**src/rtl/timer_pkg.sv**
```systemverilog
//==============================================================================
// Module      : timer_pkg
// Description : Shared widths, clock-select encodings and register map of the
//               8-bit APB timer.
// Revision    : 1.0 - initial release
//==============================================================================
`default_nettype none

package timer_pkg;

    localparam int unsigned CNT_W = 8;
    localparam int unsigned DIV_W = 4;

    typedef enum logic [1:0] {
        CKS_CLK2  = 2'b00,
        CKS_CLK4  = 2'b01,
        CKS_CLK8  = 2'b10,
        CKS_CLK16 = 2'b11
    } cks_e;

    localparam int unsigned TCR_LOAD    = 7;
    localparam int unsigned TCR_DW      = 5;
    localparam int unsigned TCR_EN      = 4;
    localparam int unsigned TCR_CKS_MSB = 1;
    localparam int unsigned TCR_CKS_LSB = 0;

    localparam int unsigned TSR_UDF = 1;
    localparam int unsigned TSR_OVF = 0;

    localparam logic [7:0] ADDR_TDR = 8'h00;
    localparam logic [7:0] ADDR_TCR = 8'h01;
    localparam logic [7:0] ADDR_TSR = 8'h02;

endpackage

`default_nettype wire

```
**src/rtl/timer_prescaler.sv**
```systemverilog
//==============================================================================
// Module      : timer_prescaler
// Description : Free-running pclk divider; emits a one-cycle count enable on
//               the rising edge of the selected divider bit.
// Revision    : 1.0 - initial release
//==============================================================================
`default_nettype none

module timer_prescaler
    import timer_pkg::*;
(
    input  logic       pclk,
    input  logic       preset,
    input  logic [1:0] cks,
    output logic       tick
);

    logic [DIV_W-1:0] div_cnt_q;
    logic [DIV_W-1:0] div_cnt_d;
    logic             sel_prev_q;
    logic             sel_prev_d;
    logic             sel;

    // sel_prev follows whichever bit is currently selected, so a cks change
    // can disturb at most one edge and never stretches tick beyond one cycle.
    always_comb begin
        div_cnt_d  = div_cnt_q + DIV_W'(1);
        sel        = div_cnt_q[cks];
        sel_prev_d = sel;
        tick       = sel & ~sel_prev_q;
    end

    always_ff @(posedge pclk or posedge preset) begin
        if (preset) begin
            div_cnt_q  <= '0;
            sel_prev_q <= 1'b0;
        end else begin
            div_cnt_q  <= div_cnt_d;
            sel_prev_q <= sel_prev_d;
        end
    end

endmodule

`default_nettype wire

```
**src/rtl/timer_counter.sv**
```systemverilog
//==============================================================================
// Module      : timer_counter
// Description : Counting core of the APB timer: prescaled up/down count with
//               load and one-cycle overflow/underflow set pulses.
// Revision    : 1.0 - initial release
//==============================================================================
`default_nettype none

module timer_counter
    import timer_pkg::*;
(
    input  logic             pclk,
    input  logic             preset,
    input  logic [CNT_W-1:0] tdr,
    input  logic             load,
    input  logic             dw,
    input  logic             en,
    input  logic [1:0]       cks,
    output logic [CNT_W-1:0] tcnt,
    output logic             tick,
    output logic             ovf_set,
    output logic             udf_set
);

    logic [CNT_W-1:0] tcnt_q;
    logic [CNT_W-1:0] tcnt_d;
    logic             ovf_set_q;
    logic             ovf_set_d;
    logic             udf_set_q;
    logic             udf_set_d;
    logic             w_tick;

    timer_prescaler u_prescaler (
        .pclk   (pclk),
        .preset (preset),
        .cks    (cks),
        .tick   (w_tick)
    );

    // Load wins over counting and swallows a coincident tick without a flag.
    always_comb begin
        tcnt_d    = tcnt_q;
        ovf_set_d = 1'b0;
        udf_set_d = 1'b0;
        if (load) begin
            tcnt_d = tdr;
        end else if (en && w_tick) begin
            if (!dw) begin
                ovf_set_d = (tcnt_q == {CNT_W{1'b1}});
                tcnt_d    = tcnt_q + CNT_W'(1);
            end else begin
                udf_set_d = (tcnt_q == {CNT_W{1'b0}});
                tcnt_d    = tcnt_q - CNT_W'(1);
            end
        end
    end

    always_ff @(posedge pclk or posedge preset) begin
        if (preset) begin
            tcnt_q    <= '0;
            ovf_set_q <= 1'b0;
            udf_set_q <= 1'b0;
        end else begin
            tcnt_q    <= tcnt_d;
            ovf_set_q <= ovf_set_d;
            udf_set_q <= udf_set_d;
        end
    end

    assign tcnt    = tcnt_q;
    assign tick    = w_tick;
    assign ovf_set = ovf_set_q;
    assign udf_set = udf_set_q;

endmodule

`default_nettype wire

```
**config.mk**
```make
export PLATFORM = sky130hd
export DESIGN_NAME = timer_counter
export DESIGN_NICKNAME = d
export VERILOG_FILES = /design/src/rtl/timer_pkg.sv /design/src/rtl/timer_prescaler.sv /design/src/rtl/timer_counter.sv
export SDC_FILE = /design/constraint.sdc
export NUM_CORES = 1
export LEC_CHECK = 0
export BUFFER_PORTS_ARGS = -buffer_cell sky130_fd_sc_hd__buf_2
export CORE_ASPECT_RATIO = 1.25
export CORE_MARGIN = 1
export CORE_UTILIZATION = 48
export CTS_BUF_LIST = sky130_fd_sc_hd__clkbuf_4 sky130_fd_sc_hd__clkbuf_8
export CTS_CLUSTER_SIZE = 20
export DETAILED_ROUTE_END_ITERATION = 10
export GPL_TIMING_DRIVEN = 0
export PLACE_DENSITY_LB_ADDON = 0.3
export SYNTH_ARGS = -nofsm -noshare
export SYNTH_HDL_FRONTEND = slang
export SYNTH_SLANG_ARGS = --single-unit
```
**constraint.sdc**
```tcl
create_clock -name pclk -period 1.9 [get_ports pclk]
set_input_delay 0.19 -clock pclk [delete_from_list [all_inputs] [get_ports pclk]]
set_output_delay 0.19 -clock pclk [all_outputs]
set_load 0.02 [all_outputs]
```
==> summary.txt <==
Outcome
  – Outcome: complete, no violations

Timing
  – Layout Skew: 1.41 ps
  – Worst Tran Pin Value: 580 ps
  – Final Setup Violations: 0
  – Hold WS: 101 ps
  – Final hold vios: 0
  – Post-route minimum period: 1850 ps
  – FMAX: 541 MHz
  – Slew Viols, Final: 0
  – Post-route setup slack: 51.6 ps
  – Rel. slew slack: 61.3%
  – TNS Setup: 0 ps
  – Final worst-path cycle share: 97.3%

Route
  – ANT nets after route: 0
  – Final WL: 2350 µm
  – Initial DRT Pass Iterations: 4
  – Vias per cell: 5.80
  – DRT iter0 DRCs: 17
  – Average wire per standard cell: 15.3 µm
  – DRC viols: 0
  – Via count: 888

Setup path
  – Crit end category: flop
  – Worst path slowest cell: dfrtp_2
  – WP data required: 2130 ps
  – Cell Chain, Critical Path: inv_2 > fa_2 > nor2b_4 > o31a_1 > o21a_1 > or4_1 > nand3_1
  – Cell family with most CP delay: simple AND/OR/NAND/NOR gates
  – Crit-path max FO: 6
  – CP peak stage delay: 460 ps
  – CP Data Arrival Time: 2080 ps
  – Worst path bufs/invs: 1
  – Startpoint Class: flop
  – Worst setup path category: flop to flop

Final layout
  – Area growth, synth to finish: 27.5%
  – Final Instance Count excl. Fillers: 153
  – Commonest non-fill, non-tap cell in the layout: buf_2
  – ANT cells: 0
  – Fill cells: 154
  – Most frequent cells in the layout: buf_2, dfrtp_1, o21ai_0
  – Layout cells sized above 1: 35.1%
  – Nets: 158

Pwr
  – Peak VDD IR: 0.000438 V
  – Overall Power: 828 µW
  – Power Density: 673 nW/µm²
  – Leak: 0.000604 µW

CTS
  – CTS Buffer Depth: 2
  – Clock sinks: 15
  – CTS Buf Count: 3
  – Clock transition at the registers of the reported paths: 90 ps
  – Clk Latency, worst-skew pair: 290 ps
  – CTS tree: built
  – Root buf cell: clkbuf_4
  – H-tree levels: 1

Logic synthesis
  – Post-synth EDFFs: 0
  – Async SR Flop Fraction: 100%
  – Count of cell types in the netlist: 32
  – Sequential area share after synthesis: 38.9%
  – Largest family of logic cells by synthesized area: simple AND/OR/NAND/NOR gates
  – Post-Synth Adder-Cell Area: 11.2%
  – Ys flop type: dfrtp_1
  – Mapped Area: 965 µm²
  – Post-synth net total: 122
  – Xor and xnor area share after synthesis: 4.54%
  – Mux cell area share after synthesis: 4.54%
  – Warning count from the yosys run: 0
  – Mapped Cells: 99
  – Fraction of the mapped netlist area in simple logic gates: 21.3%
  – Syn_area_per_cell: 9.74 µm²
  – Synthesized flop and latch total: 15
  – Compound-Gate Fraction of Synth Area: 16.1%

Placed design
  – Placed Cells: 143
  – DP Worst Slack: 10.3 ps
  – Global placement routability congestion: 0.886
  – Buffers on Ports: 25
  – Hpwl dp: 1640 µm

Hold path
  – Worst hold path type: input port to flop

Floorplanning
  – DIE AREA: 2190 µm²
  – Initial core utilization: 52.7%
  – Die width: 42.1 µm
  – Cell row count: 17
  – Core footprint: 1830 µm²
  – # IOs: 26
  – Die Span Y: 52.1 µm

Global routing
  – Total gr overflow: 0
  – Global-route wire length before repair: 3640 µm
  – Vias in the first global route: 800
  – Total GRT Usage: 23.0%
  – Initial antenna violation count: 0
  – Pin count of the biggest net entering global routing: 16

Run
  – Max Cap Violations: 0
-- report_power, final --
| group | switching, µW | internal [µW] | total (µW) |
|---|---|---|---|
| clock | 109 | 78.2 | 187 |
| combinational | 145 | 128 | 273 |
| sequential | 28.8 | 339 | 368 |
-- tightest hold or removal path, delay by kind of cell --
family	cells	cell delay, ps
buffers and inverters	1	70
and+or+nand+nor	1	40
AOI/OAI and AO/OA	1	50
-- registers in the layout (all words and copies together) (netlist names) --
| register | flops |
|---|---|
| u_prescaler.div_cnt_q | 4 |
| udf_set | 1 |
| ovf_set | 1 |
| tcnt | 8 |
| u_prescaler.sel_prev_q | 1 |
-- synth_stat cells (all sizes together) (3+ instances only) --
cell type	count	area, µm²
xor2	3	26.3
nor3	5	25.0
ha	7	87.6
nor2b	3	18.8
a21oi	8	40.0
inv	5	18.8
nand3	5	25.0
o21ai	9	45.0
dfrtp	15	375
nand2	6	22.5
or4	3	22.5
-- cell families after synthesis --
family / count (synthesis)
xor+xnor: 5
mux: 3
flops: 15
simple gates: 34
compound gates: 26
buf+inv: 8
fa+ha+maj: 8
-- metrics by stage --
step                      utilization (%)  area, µm²
after floorplan                         -        978
after global placement               61.6       1130
after detailed placement             61.6       1130
after CTS                            64.1       1170
after global routing                 67.2       1230
final                                67.2       1230
-- path summary, 6_finish.rpt --
| kind | from | end | slack, ps | depth (start not counted) |
|---|---|---|---|---|
| setup / recovery | tcnt[1]$_DFFE_PP0P_ | tcnt[6]$_DFFE_PP0P_ | 50 | 7 |
| hold / removal | tdr[4] | tcnt[4]$_DFFE_PP0P_ | 100 | 3 |
| setup reg to reg | tcnt[1]$_DFFE_PP0P_ | tcnt[6]$_DFFE_PP0P_ | 50 | 7 |
| hold reg to reg | u_prescaler.div_cnt_q[0]$_DFF_PP0_ | u_prescaler.div_cnt_q[0]$_DFF_PP0_ | 500 | 1 |
| max in group asynchronous | preset | tcnt[1]$_DFFE_PP0P_ | 990 | 3 |
| min in group asynchronous | preset | ovf_set$_DFF_PP0_ | 490 | 3 |
-- repair_timing --
item,CTS,global route
setup buffers,1,4
hold endpoints to repair,15,0
gates cloned,0,0
setup endpoints to repair,1,3
gates resized for setup,1,7
hold buffers,1,0
pin swaps,0,4
-- layer usage --
| metal | share of wire, % | global-route usage, % | routed length, µm | vias up |
|---|---|---|---|---|
| met5 | 0 | 0 | 0 | - |
| met1 | 40 | 27.5 | 934 | 408 |
| met2 | 54 | 40.1 | 1270 | 33 |
| met4 | 2.0 | 13.5 | 47 | 0 |
| li1 | - | - | - | 438 |
| met3 | 4.1 | 2.08 | 97 | 9 |
-- area by class of cell --
class                      instances  area (µm²)  share of cell area (%)
clock inverter                     1        5.00                   0.407
sequential                        15         378                    30.7
timing repair buffer              31         173                    14.0
clock buffer                       3        22.5                    1.83
buffer                             3        15.0                    1.22
multi-input combinational         76         594                    48.3
inverter                           5        18.8                    1.53
tap                               19        23.8                    1.93
Power figures use the tool's default switching activity.
